<file path="src/rtl/fifo_arb_pkg.sv">
// Shared types and default sizing for the async_fifo write-port arbiter.
package fifo_arb_pkg;

    typedef enum logic {
        IDLE = 1'b0,
        OWN  = 1'b1
    } arb_state_e;

    localparam int unsigned DEF_NUM_REQ   = 4;
    localparam int unsigned DEF_BURST_MAX = 4;
    localparam int unsigned IDX_W         = $clog2(DEF_NUM_REQ);
    localparam int unsigned BCNT_W        = $clog2(DEF_BURST_MAX + 1);

endpackage

</file>
<file path="src/rtl/fifo_wr_arbiter_rr_pick.sv">
// Round-robin search: first set request at or after ptr_i, wrapping modulo NUM_REQ.
module rr_pick
    import fifo_arb_pkg::*;
#(
    parameter int unsigned NUM_REQ = DEF_NUM_REQ,
    parameter int unsigned PTR_W   = IDX_W
) (
    input  logic [NUM_REQ-1:0] req_i,
    input  logic [PTR_W-1:0]   ptr_i,
    output logic               found_o,
    output logic [PTR_W-1:0]   idx_o
);

    logic [NUM_REQ-1:0] rot;
    int unsigned        sum;

    // Rotate so bit 0 is the requester at ptr_i; the first set bit is the offset.
    always_comb begin
        rot     = NUM_REQ'({req_i, req_i} >> ptr_i);
        found_o = 1'b0;
        idx_o   = '0;
        sum     = 0;
        for (int unsigned k = 0; k < NUM_REQ; k++) begin
            if (!found_o && rot[k]) begin
                found_o = 1'b1;
                sum     = 32'(ptr_i) + k;
                if (sum >= NUM_REQ) begin
                    sum = sum - NUM_REQ;
                end
                idx_o = PTR_W'(sum);
            end
        end
    end

endmodule

</file>
<file path="src/rtl/fifo_wr_arbiter.sv">
// Round-robin, burst-limited arbiter sharing the async_fifo write port among NUM_REQ requesters.
module fifo_wr_arbiter
    import fifo_arb_pkg::*;
#(
    parameter int unsigned NUM_REQ    = 4,
    parameter int unsigned DATA_WIDTH = 8,
    parameter int unsigned BURST_MAX  = 4,
    parameter int unsigned CNT_WIDTH  = 16
) (
    input  logic                          clk,
    input  logic                          rst_n,
    input  logic [NUM_REQ-1:0]            req,
    input  logic [NUM_REQ*DATA_WIDTH-1:0] req_data,
    output logic [NUM_REQ-1:0]            gnt,
    input  logic                          fifo_full,
    input  logic                          fifo_almost_full,
    output logic                          wt_en,
    output logic [DATA_WIDTH-1:0]         wdata,
    output logic [$clog2(NUM_REQ)-1:0]    owner,
    output logic                          busy,
    output logic [CNT_WIDTH-1:0]          xfer_count
);

    localparam int unsigned PTR_W = $clog2(NUM_REQ);
    localparam int unsigned BC_W  = $clog2(BURST_MAX + 1);
    localparam logic [BC_W-1:0]  BURST_LAST = BC_W'(BURST_MAX - 1);
    localparam logic [PTR_W-1:0] OWNER_MAX  = PTR_W'(NUM_REQ - 1);

    arb_state_e             state_q;
    logic [PTR_W-1:0]       owner_q;
    logic [PTR_W-1:0]       rr_ptr_q;
    logic [BC_W-1:0]        burst_q;
    logic                   wt_en_q;
    logic [DATA_WIDTH-1:0]  wdata_q;
    logic [CNT_WIDTH-1:0]   xfer_q;
    logic [CNT_WIDTH-1:0]   xfer_d;

    logic [PTR_W-1:0]       rr_ptr_d;
    logic [PTR_W-1:0]       pick_idx;
    logic                   pick_found;
    logic                   own_req;
    logic [DATA_WIDTH-1:0]  own_data;
    logic                   can_write;
    logic                   xfer;

    rr_pick #(
        .NUM_REQ (NUM_REQ),
        .PTR_W   (PTR_W)
    ) u_rr_pick (
        .req_i   (req),
        .ptr_i   (rr_ptr_q),
        .found_o (pick_found),
        .idx_o   (pick_idx)
    );

    always_comb begin
        own_req  = 1'b0;
        own_data = '0;
        for (int unsigned i = 0; i < NUM_REQ; i++) begin
            if (owner_q == PTR_W'(i)) begin
                own_req  = req[i];
                own_data = req_data[i*DATA_WIDTH +: DATA_WIDTH];
            end
        end
    end

    // wt_en lags the transfer by a cycle, so the last free slot is already spoken for.
    assign can_write = !fifo_full && !(wt_en_q && fifo_almost_full);
    assign xfer      = (state_q == OWN) && own_req && can_write;

    always_comb begin
        gnt = '0;
        for (int unsigned i = 0; i < NUM_REQ; i++) begin
            gnt[i] = (state_q == OWN) && (owner_q == PTR_W'(i)) && req[i] && can_write;
        end
    end

    assign rr_ptr_d = (owner_q == OWNER_MAX) ? '0 : owner_q + 1'b1;
    assign xfer_d   = (xfer_q == '1) ? xfer_q : xfer_q + 1'b1;

    always_ff @(posedge clk or negedge rst_n) begin
        if (!rst_n) begin
            state_q  <= IDLE;
            owner_q  <= '0;
            rr_ptr_q <= '0;
            burst_q  <= '0;
        end else begin
            case (state_q)
                IDLE: begin
                    if (pick_found) begin
                        owner_q <= pick_idx;
                        burst_q <= '0;
                        state_q <= OWN;
                    end
                end
                OWN: begin
                    if ((xfer && burst_q == BURST_LAST) || !own_req) begin
                        rr_ptr_q <= rr_ptr_d;
                        state_q  <= IDLE;
                    end else if (xfer) begin
                        burst_q <= burst_q + 1'b1;
                    end
                end
                default: state_q <= IDLE;
            endcase
        end
    end

    always_ff @(posedge clk or negedge rst_n) begin
        if (!rst_n) begin
            wt_en_q <= 1'b0;
            wdata_q <= '0;
            xfer_q  <= '0;
        end else begin
            wt_en_q <= xfer;
            if (xfer) begin
                wdata_q <= own_data;
                xfer_q  <= xfer_d;
            end
        end
    end

    assign wt_en      = wt_en_q;
    assign wdata      = wdata_q;
    assign owner      = owner_q;
    assign busy       = (state_q == OWN);
    assign xfer_count = xfer_q;

endmodule

</file>
<file path="config.mk">
export PLATFORM = sky130hd
export DESIGN_NAME = fifo_wr_arbiter
export DESIGN_NICKNAME = d
export VERILOG_FILES = /design/src/rtl/fifo_arb_pkg.sv /design/src/rtl/fifo_wr_arbiter_rr_pick.sv /design/src/rtl/fifo_wr_arbiter.sv
export SDC_FILE = /design/constraint.sdc
export NUM_CORES = 1
export LEC_CHECK = 0
export CORE_ASPECT_RATIO = 1.25
export CORE_MARGIN = 1
export CORE_UTILIZATION = 40
export DETAILED_ROUTE_END_ITERATION = 6
export PLACE_DENSITY = 0.76
export SLEW_MARGIN = 20
export SYNTH_ARGS = -nofsm -noshare
export SYNTH_HDL_FRONTEND = slang
export SYNTH_SLANG_ARGS = --single-unit
export TNS_END_PERCENT = 1
</file>
<file path="constraint.sdc">
create_clock -name clk -period 2 [get_ports clk]
set_input_delay 0.5 -clock clk [delete_from_list [all_inputs] [get_ports clk]]
set_output_delay 0.5 -clock clk [all_outputs]
set_load 0.01 [all_outputs]
</file>
==> run_results.csv <==
group,metric,value,unit
status,run_status,"finished with violations",
status,failed_checks,"negative setup slack",
die,die_x,64.6,um
cells_and_area,fillerInstances,418,
logic_synthesis,yosysWarnings,0,
clock_network,htree_levels,2,
sta,report.final.hold_viol_count,0,
grt,antenna_found_initial,0,
logic_synthesis,syn_nets,260,
detailed_routing,antenna_violating_nets_post_route,0,
grt,grt_pass1_wl,8260,um
cells_and_area,num-nets-final,362,
power,power_report.internal_total,0.00225,W
logic_synthesis,synth_area,1960,um2
power,powerDensity,1200,nW/um2
die,starting_density,0.415,
grt,grt_start_max_net_pins,34,
logic_synthesis,synth_most_common_cell,"dfrtp_1",
detailed_routing,detail_route.first_pass.iterations,4,
setup_path,worst_ep_required_time,2.17,ns
place,gpl.final_weighted_congestion,0.808,
die,floorplan.die.height,80.3,um
logic_synthesis,distinct_cells_synth,45,
cells_and_area,layout-drive-gt1-share,0.225,
setup_path,timing.critical_path.cells,"clkdlybuf4s50_1, inv_1, a221oi_4, nand3_2, buf_4, mux2_1",
sta,final.period_utilization,1.00,
sta,timing.final.max_slew_violations,0,
sta,fin_setup_tns,-0.00477,ns
sta,grt_setup_unrepaired,"true",
logic_synthesis,cells_taking_the_most_area_after_synthesis,"dfrtp_1, nand2_1, a21oi_1",
power,switchingPower,0.00145,W
grt,groute.usage.overall,0.211,
die,io_pins,72,
clock_network,clock_pin_slew_on_the_worst_setup_and_hold_paths,0.07,ns
die,dieArea,5190,um2
logic_synthesis,netlist.top_cell.by_area,"dfrtp_1",
setup_path,critPathMaxFanout,6,
sta,final.setup.worst_slack,-0.00477,ns
clock_network,clk-insertion-delay-late,0.29,ns
job,maxCapViolCount,0,
die,core.rowCount,28,
sta,worst_slew_pin_slew,0.425,ns
power,share_comb_of_total_power,0.578,
logic_synthesis,synthDominantCellAreaShare,0.421,
grt,grt_overflow_total,0,
detailed_routing,number_of_drc_markers_in_iteration_0,129,
cells_and_area,area.growth.synth_to_final,57.2,%
clock_network,cts_root_buffer_type,"clkbuf_8",
cells_and_area,antenna_cells_inserted,0,
setup_path,timing.critical_path.arrival,2.17,ns
power,vdd.ir_drop.worst,0.000904,V
clock_network,cts_hold_buffers,0,
setup_path,cpLargestDelayFamily,"buffers and inverters",
sta,finalClockSkew,0.0109,ns
detailed_routing,vias_per_cell,5.10,
place,port-buffer-count,71,
die,core,4730,um2
setup_path,worst_setup_path_start_kind,"input pin",
detailed_routing,remaining_drc_errors,0,
sta,finalWorstPathRequiredPeriod,2.00,ns
logic_synthesis,synth.yosys.seq_area_share,0.421,
setup_path,crit_path_largest_cell_delay,0.53,ns
clock_network,clock_sinks,33,
setup_path,path_buf_inv,3,
setup_path,worstSetupPathType,"input pin to flop",
setup_path,crit_path_top_delay_cell,"clkdlybuf4s50_1",
clock_network,cts_buffers,5,
clock_network,clockBufferDepth,2,
sta,finalSetupViolations,1,
logic_synthesis,synth_commonest_cells,"dfrtp_1, nand2_1, a21oi_1, inv_1, o21ai_0",
power,total_power,0.00369,W
power,leakage,1.41,nW
logic_synthesis,synth_enable_flop_cells,0,
logic_synthesis,synthesis.area_per_instance,9.20,um2
power,clkPwrFrac,0.143,
power,pwr-share-seq,0.279,
logic_synthesis,synth-async-reset-ratio,1.00,
sta,max-slew-margin-rel,0.717,
detailed_routing,number_of_vias_in_the_routed_layout,1919,
sta,max_freq,499,MHz
setup_path,type_of_element_capturing_the_critical_path,"flop",
place,dpl.hpwl,3950,um
logic_synthesis,synth_flop_cell,"dfrtp_1",
clock_network,clock_tree_from_tritoncts,"done",
detailed_routing,drt-total-wl,5400,um
detailed_routing,drt-wirelength-per-cell,14.4,um
logic_synthesis,synth.ff_latch_count,33,
min_path,holdCritPathClass,"flop to flop",
logic_synthesis,post_synth_inst_count,213,
power,swShare,0.392,
grt,via_count_of_the_first_global_routing_pass,1836,
-- placed cells by master (no fill, tap or decap), types with 4 or more instances in the layout --
cell,instances
o21ai_0,18
buf_4,32
xnor2_1,4
ha_1,4
a22oi_1,8
inv_1,18
nor3_2,5
nand2_1,28
a21oi_1,19
clkbuf_8,6
xor2_1,8
clkdlybuf4s50_1,65
nand3_1,5
dfrtp_1,32
nand4_1,4
nor2_1,5
-- registers in the layout, indices dropped and copies added (netlist names) --
register	flops
wdata	8
wt_en	1
owner	2
busy	1
burst_q	3
rr_ptr_q	2
xfer_count	16
-- cell families (layout without fill, tap and decap cells) --
logic type               Yosys count  after routing  synth area share
AND/OR/NAND/NOR                   66             66             0.191
AO/OA/AOI/OAI                     61             61             0.200
XOR/XNOR                          12             12            0.0536
flip-flops                        33             33             0.421
multiplexers                       4              4            0.0230
adder cells (fa/ha/maj)            7              7            0.0447
buffers and inverters             30            133            0.0664
-- final timing paths --
path                          start             to  slack (ns)  cells past startpoint
min in group asynchronous     rst_n       wdata[4]        0.61                      2
hold reg to reg            wdata[3]       wdata[3]        0.48                      2
hold / removal             wdata[3]       wdata[3]        0.48                      2
setup / recovery             req[3]  xfer_count[1]      -0.005                      6
setup reg to reg           owner[0]  xfer_count[1]      -0.005                      7
max in group asynchronous     rst_n       owner[0]        1.07                      2
-- worst min-delay path, cell delays in order, from the launching register on --
cell,delay [ns]
dfrtp_1,0.34
nand2_1,0.04
o21ai_0,0.06
-- stage by stage --
stage	hold slack, ns	instance area (um2)	std cells	worst slack, ns	util
floorplan	0.204	1970	213	-0.0394	-
finish	0.483	3080	376	-0.00477	0.652
global placement	0.465	2940	366	-0.439	0.621
detailed placement	0.471	2940	366	-0.491	0.621
CTS	0.486	3040	375	-0.0559	0.643
global route	0.506	3080	376	-0.101	0.652
-- per-layer routing --
layer | vias to the layer above | wire length (um) | global-route usage | part of all wire
li1 | 955 | - | - | -
met1 | 888 | 2250 | 0.238 | 0.42
met2 | 66 | 2660 | 0.365 | 0.49
met3 | 10 | 384 | 0.0682 | 0.071
met4 | 0 | 94 | 0.0844 | 0.017
met5 | - | 0 | 0 | 0
-- power groups by stage --
stage / logic [W] / registers [W] / clock network [W]
after detailed placement: 0.00203 / 0.00104 / 0
after global placement: 0.00198 / 0.00102 / 0
after floorplan: 0.000987 / 0.00112 / 0
final: 0.00213 / 0.00103 / 0.000528
after global routing: 0.00235 / 0.00105 / 0.000568
after CTS: 0.00207 / 0.00103 / 0.000538
-- area by class of cell --
cell class                      count  area, um2  share of cell area
Tap cell                           60       75.1              0.0244
Clock buffer                        8       90.1              0.0292
Timing Repair Buffer              105        958               0.311
Sequential cell                    33        827               0.268
Inverter                           20       75.1              0.0244
Multi-Input combinational cell    150       1060               0.343
-- timing repair --
action / 4_1_cts / 5_1_grt
endpoints found under the setup margin: 12 / 22
setup buffers: 1 / 1
gates resized for setup: 20 / 12
pin swaps: 5 / 3
Power figures use the tool's default switching activity.
